[config.mk]
export PLATFORM = sky130hd
export DESIGN_NAME = membus_avl_master
export DESIGN_NICKNAME = d
export VERILOG_FILES = /design/src/rtl/membus_avl_master_pkg.sv /design/src/rtl/membus_avl_master_tmo.sv /design/src/rtl/membus_avl_master.sv
export SDC_FILE = /design/constraint.sdc
export NUM_CORES = 1
export LEC_CHECK = 0
export BUFFER_PORTS_ARGS = -buffer_cell sky130_fd_sc_hd__buf_4
export CORE_MARGIN = 2
export CORE_UTILIZATION = 52
export DETAILED_ROUTE_END_ITERATION = 10
export GPL_ROUTABILITY_DRIVEN = 0
export PLACE_DENSITY_LB_ADDON = 0.25
export SYNTH_ARGS = -nofsm -noshare
export SYNTH_HDL_FRONTEND = slang
export SYNTH_SLANG_ARGS = --single-unit
export TNS_END_PERCENT = 30
[constraint.sdc]
create_clock -name clk -period 6.8 [get_ports clk]
set_clock_uncertainty 0.15 [all_clocks]
set_input_delay 0.68 -clock clk [delete_from_list [all_inputs] [get_ports clk]]
set_output_delay 0.68 -clock clk [all_outputs]
set_load 0.02 [all_outputs]
[src/rtl/membus_avl_master_pkg.sv]
// Shared types, widths and address-field helpers for the Avalon-to-membus master.
// Bit [35] of every data word is PDP bit 0; membus_ma[14] is PDP address bit 21.
package membus_avl_master_pkg;

    localparam int unsigned ADDR_W  = 18;
    localparam int unsigned DATA_W  = 36;
    localparam int unsigned MA_W    = 15;
    localparam int unsigned SEL_W   = 4;
    localparam int unsigned SEL_LSB = 14;

    typedef enum logic [2:0] {
        ST_IDLE,
        ST_REQ,
        ST_RDW,
        ST_WDAT,
        ST_WRS,
        ST_DONE
    } state_e;

    typedef struct packed {
        logic              is_wr;
        logic [ADDR_W-1:0] addr;
        logic [DATA_W-1:0] data;
    } cmd_t;

    // sel and ma overlap on PDP address bit 21 (s_address[14])
    function automatic logic [SEL_W-1:0] addr_sel(input logic [ADDR_W-1:0] a);
        return a[ADDR_W-1:SEL_LSB];
    endfunction

    function automatic logic [MA_W-1:0] addr_ma(input logic [ADDR_W-1:0] a);
        return a[MA_W-1:0];
    endfunction

endpackage

[src/rtl/membus_avl_master_tmo.sv]
// Loadable down-counter; expired_c is high once the loaded count has run out.
module membus_avl_master_tmo #(
    parameter int unsigned LOAD_VAL = 1023
) (
    input  logic clk,
    input  logic reset,
    input  logic load,
    output logic expired_c
);

    localparam int unsigned CNT_W = $clog2(LOAD_VAL + 1);

    logic [CNT_W-1:0] cnt_q, cnt_d;

    always_comb begin
        cnt_d = cnt_q;
        if (load) begin
            cnt_d = CNT_W'(LOAD_VAL);
        end else if (cnt_q != '0) begin
            cnt_d = cnt_q - CNT_W'(1);
        end
    end

    always_ff @(posedge clk or posedge reset) begin
        if (reset) begin
            cnt_q <= '0;
        end else begin
            cnt_q <= cnt_d;
        end
    end

    assign expired_c = (cnt_q == '0);

endmodule

[src/rtl/membus_avl_master.sv]
// Avalon-MM 36-bit slave that runs complete PDP-6 membus cycles on one core port.
// Define MEMBUS_TIMEOUT_EN to bound the addr_ack/rd_rs waits and report s_nxm.
module membus_avl_master
    import membus_avl_master_pkg::*;
#(
    parameter int unsigned TIMEOUT = 1023
) (
    input  logic              clk,
    input  logic              reset,
    input  logic [ADDR_W-1:0] s_address,
    input  logic              s_read,
    input  logic              s_write,
    input  logic [DATA_W-1:0] s_writedata,
    output logic [DATA_W-1:0] s_readdata,
    output logic              s_waitrequest,
    output logic              s_nxm,
    output logic              membus_rq_cyc,
    output logic              membus_rd_rq,
    output logic              membus_wr_rq,
    output logic              membus_wr_rs,
    output logic [MA_W-1:0]   membus_ma,
    output logic [SEL_W-1:0]  membus_sel,
    output logic              membus_fmc_select,
    output logic [DATA_W-1:0] membus_mb_out,
    input  logic              membus_addr_ack,
    input  logic              membus_rd_rs,
    input  logic [DATA_W-1:0] membus_mb_in
);

    state_e            state_q, state_d;
    cmd_t              cmd_q, cmd_d;
    logic [DATA_W-1:0] acc_q, acc_d;
    logic [DATA_W-1:0] readdata_q, readdata_d;
    logic              nxm_q, nxm_d;
    logic              waitreq_q, waitreq_d;
    logic              rq_cyc_q, rq_cyc_d;
    logic              rd_rq_q, rd_rq_d;
    logic              wr_rq_q, wr_rq_d;
    logic              wr_rs_q, wr_rs_d;
    logic [MA_W-1:0]   ma_q, ma_d;
    logic [SEL_W-1:0]  sel_q, sel_d;
    logic [DATA_W-1:0] mb_out_q, mb_out_d;
    logic              tmo_expired;

`ifdef MEMBUS_TIMEOUT_EN
    logic tmo_load;

    // Restart the wait budget on every entry into a waiting state
    assign tmo_load = (state_d != state_q) && ((state_d == ST_REQ) || (state_d == ST_RDW));

    membus_avl_master_tmo #(
        .LOAD_VAL (TIMEOUT)
    ) u_tmo (
        .clk       (clk),
        .reset     (reset),
        .load      (tmo_load),
        .expired_c (tmo_expired)
    );
`else
    logic unused_timeout;

    assign unused_timeout = ^TIMEOUT;
    assign tmo_expired    = 1'b0;
`endif

    always_comb begin
        state_d    = state_q;
        cmd_d      = cmd_q;
        acc_d      = acc_q;
        readdata_d = readdata_q;
        nxm_d      = nxm_q;

        case (state_q)
            ST_IDLE: begin
                if (s_write || s_read) begin
                    cmd_d.is_wr = s_write;
                    cmd_d.addr  = s_address;
                    cmd_d.data  = s_writedata;
                    acc_d       = '0;
                    nxm_d       = 1'b0;
                    state_d     = ST_REQ;
                end
            end
            ST_REQ: begin
                if (membus_addr_ack) begin
                    state_d = cmd_q.is_wr ? ST_WDAT : ST_RDW;
                end else if (tmo_expired) begin
                    readdata_d = '0;
                    nxm_d      = 1'b1;
                    state_d    = ST_DONE;
                end
            end
            ST_RDW: begin
                // Data arrives as ORed pulses, possibly spread over several cycles
                acc_d = acc_q | membus_mb_in;
                if (membus_rd_rs) begin
                    readdata_d = acc_q | membus_mb_in;
                    state_d    = ST_DONE;
                end else if (tmo_expired) begin
                    readdata_d = '0;
                    nxm_d      = 1'b1;
                    state_d    = ST_DONE;
                end
            end
            ST_WDAT: state_d = ST_WRS;
            ST_WRS:  state_d = ST_DONE;
            ST_DONE: state_d = ST_IDLE;
            default: state_d = ST_IDLE;
        endcase

        // Bus outputs are registered decodes of the state being entered
        rq_cyc_d  = (state_d == ST_REQ);
        rd_rq_d   = (state_d == ST_REQ) && !cmd_d.is_wr;
        wr_rq_d   = (state_d == ST_REQ) && cmd_d.is_wr;
        ma_d      = (state_d == ST_REQ) ? addr_ma(cmd_d.addr) : '0;
        sel_d     = (state_d == ST_REQ) ? addr_sel(cmd_d.addr) : '0;
        mb_out_d  = ((state_d == ST_WDAT) || (state_d == ST_WRS)) ? cmd_d.data : '0;
        wr_rs_d   = (state_d == ST_WRS);
        waitreq_d = (state_d != ST_DONE);
    end

    always_ff @(posedge clk or posedge reset) begin
        if (reset) begin
            state_q    <= ST_IDLE;
            cmd_q      <= '0;
            acc_q      <= '0;
            readdata_q <= '0;
            nxm_q      <= 1'b0;
            waitreq_q  <= 1'b1;
            rq_cyc_q   <= 1'b0;
            rd_rq_q    <= 1'b0;
            wr_rq_q    <= 1'b0;
            wr_rs_q    <= 1'b0;
            ma_q       <= '0;
            sel_q      <= '0;
            mb_out_q   <= '0;
        end else begin
            state_q    <= state_d;
            cmd_q      <= cmd_d;
            acc_q      <= acc_d;
            readdata_q <= readdata_d;
            nxm_q      <= nxm_d;
            waitreq_q  <= waitreq_d;
            rq_cyc_q   <= rq_cyc_d;
            rd_rq_q    <= rd_rq_d;
            wr_rq_q    <= wr_rq_d;
            wr_rs_q    <= wr_rs_d;
            ma_q       <= ma_d;
            sel_q      <= sel_d;
            mb_out_q   <= mb_out_d;
        end
    end

    assign s_readdata        = readdata_q;
    assign s_waitrequest     = waitreq_q;
    assign s_nxm             = nxm_q;
    assign membus_rq_cyc     = rq_cyc_q;
    assign membus_rd_rq      = rd_rq_q;
    assign membus_wr_rq      = wr_rq_q;
    assign membus_wr_rs      = wr_rs_q;
    assign membus_ma         = ma_q;
    assign membus_sel        = sel_q;
    assign membus_fmc_select = 1'b0;
    assign membus_mb_out     = mb_out_q;

endmodule

==> results_dict.tcl <==
set metrics [dict create \
    hold_viol_final 0 \
    cts.repair.resized 0 \
    timing.fmax_mhz 318.6 \
    combPwrFrac_pct 37.7 \
    totalWireLength_um 14890 \
    via_count 4707 \
    hold_path_class "in -> async" \
    via_per_inst 5.116 \
    ys_warn_count 0 \
    route.antenna.remaining_nets 0 \
    holdBufCountCts 0 \
    cts_setup_buffers 0 \
    syn2layout_area_growth_pct 27.66 \
    finalSetupTns_ps 0 \
    ctsHtreeMaxLevel 4 \
    tightest_slew_ps 1216 \
    cap_viol_max_count 0 \
    grt_usage_pct 21.09 \
    cp-end-kind "register" \
    die_y_um 122.1 \
    synthTopCellsByCount "dfrtp_1 (188), nor2_1 (112), a21oi_1 (77)" \
    fin_util_pct 67.24 \
    cts_tree "done" \
    n_antenna_cell 0 \
    grt_setup_unrepaired "false" \
    clock_sinks 189 \
    synth.most_common_cell "dfrtp_1" \
    setup_violations 0 \
    yosysTopAreaCellShare_pct 64.85 \
    finalCriticalPeriod_ps 3138 \
    nets 824 \
    yosys.area.top_type "dfrtp_1" \
    drtPass1Iterations 4 \
    wl_per_cell_um 16.18 \
    synthTopCellsByArea "dfrtp_1 (65%), mux2_4 (10%), nor2_1 (5.8%)" \
    fin_crit_sh_pct 46.15 \
    crit_required_ps 6960 \
    grt_pass1_vias 4689 \
    p_per_area_nw_per_um2 497.2 \
    switchingPower_w 0.001526 \
    maxSlewHeadroom_pct 18.90 \
    p_seq_share_pct 40.0 \
    dp_hpwl_um 9820 \
    seq_area_frac_synth_pct 65.21 \
    synth_area_per_cell_um2 13.21 \
    initial_utilization_pct 52.67 \
    ys.flop_type "dfrtp_1" \
    cp-start-kind "register" \
    drtIter0Drc 336 \
    sw_frac_of_total_pct 33.13 \
    synthCells 549 \
    antenna_found_initial 0 \
    pin_count 194 \
    fillers 1030 \
    synth_seq_cells 189 \
    cp.arrival_ps 3290 \
    grt_max_degree 103 \
    path_clk_slew_ps 60 \
    path_max_fanout 68 \
    die_w_um 122.1 \
    insertion_delay_ps 420 \
    worstSetupPathType "reg -> reg" \
    grt_pass1_wl_um 23830 \
    p_leak_nw 4.708 \
    clockBufferDepth 2 \
    cts_made_buffers 17 \
    finalMaxSlewViolations 0 \
    die_area_um2 14910 \
    row_count 43 \
    status "finished, final reports clean" \
    reg2regPathDepth 4 \
    core_um2 13770 \
    clkPwrFrac_pct 22.3 \
    synth_area_um2 7254 \
    numPortBuffers 191 \
    drc 0 \
    p_int_w 0.003079 \
    drive_gt1_share_pct 38.38 \
    ys_types 36 \
    grt-ovfl-total 0 \
    async_flop_share_pct 100.0 \
    peakVddDrop_uv 231.3 \
    synth-edff-count 0 \
    root_buffer "clkbuf_16" \
]
## stage by stage
stage          setup slack, ps  hold slack [ps]  cell area (µm²)  power (W)  cells
2_1_floorplan            829.5            308.8             7258   0.003073    550
3_3_place_gp              3799            319.3             8645   0.003537    889
3_5_place_dp              3710            321.9             8645   0.003598    889
4_1_cts                   3689            246.7             9261   0.004646    920
5_1_grt                   3480            248.2             9261   0.004870    920
6_report                  3662            215.7             9261   0.004605    920
## layout make-up
type                    instances  area (µm²)  share of cell area (%)
multi-input cells             323        2210                   23.86
repair buffers                195        1464                   15.81
flip-flops and latches        189        4731                   51.08
well taps                     180       225.2                   2.432
inverters                       2       15.01                  0.1621
clock buffers                  24       481.7                   5.201
clock inverters                 7       135.1                   1.459
## worst paths after layout
| kind | slack [ps] | startpoint | end |
|---|---|---|---|
| min in group clk | 330 | s_writedata[13] | cmd_q[13] |
| max in group asynchronous | 4750 | reset | acc_q[7] |
| setup / recovery | 3660 | state_q[0] | cmd_q[0] |
| setup reg to reg | 3660 | state_q[0] | cmd_q[0] |
| hold reg to reg | 330 | cmd_q[51] | membus_sel[1] |
| hold / removal | 220 | reset | s_readdata[4] |
## cells in the final DEF (no fill, tap or decap), types with 4 or more instances in the layout
cell and instances:
a22o_1 19, clkbuf_1 4, mux2_4 50, a21oi_1 77
and3_1 36, clkbuf_16 17, buf_4 195, dfrtp_1 188
nor2_1 112, bufinv_16 4
## cells by family after synthesis
family | count (synthesis) | share of synthesized area (%)
flops | 189 | 65.21
simple gates | 166 | 10.99
other cells | 1 | 0.05169
mux | 54 | 10.97
compound gates | 101 | 8.054
buf+inv | 38 | 4.726
## metal layers
layer	up-vias	global-route usage, %	part of all wire, %
li1	2227	-	-
met1	2317	26.99	42
met2	147	33.69	49
met3	16	7.163	7.5
met4	0	7.543	1.3
met5	-	0	0
## worst max-delay path: stages, from the launching register on
cell and delay [ps]:
dfrtp_1 560, nor3_2 380, o21a_4 540, buf_4 860
mux2_2 420
## flip-flops by register name, indices dropped and copies added (netlist names), 3 cells and up
| signal | flops |
|---|---|
| membus_mb_out | 36 |
| acc_q | 36 |
| membus_sel | 4 |
| cmd_q | 55 |
| membus_ma | 14 |
| s_readdata | 36 |
| state_q | 3 |
## power by group through the flow
stage	logic (W)	clock network, W	registers [W]
floorplan	0.000998	0	0.00207
global placement	0.00170	0	0.00183
detailed placement	0.00175	0	0.00185
CTS	0.00175	0.00105	0.00184
global route	0.00188	0.00110	0.00189
finish	0.00174	0.00103	0.00184
No activity file was read; power rests on OpenSTA's default activity.
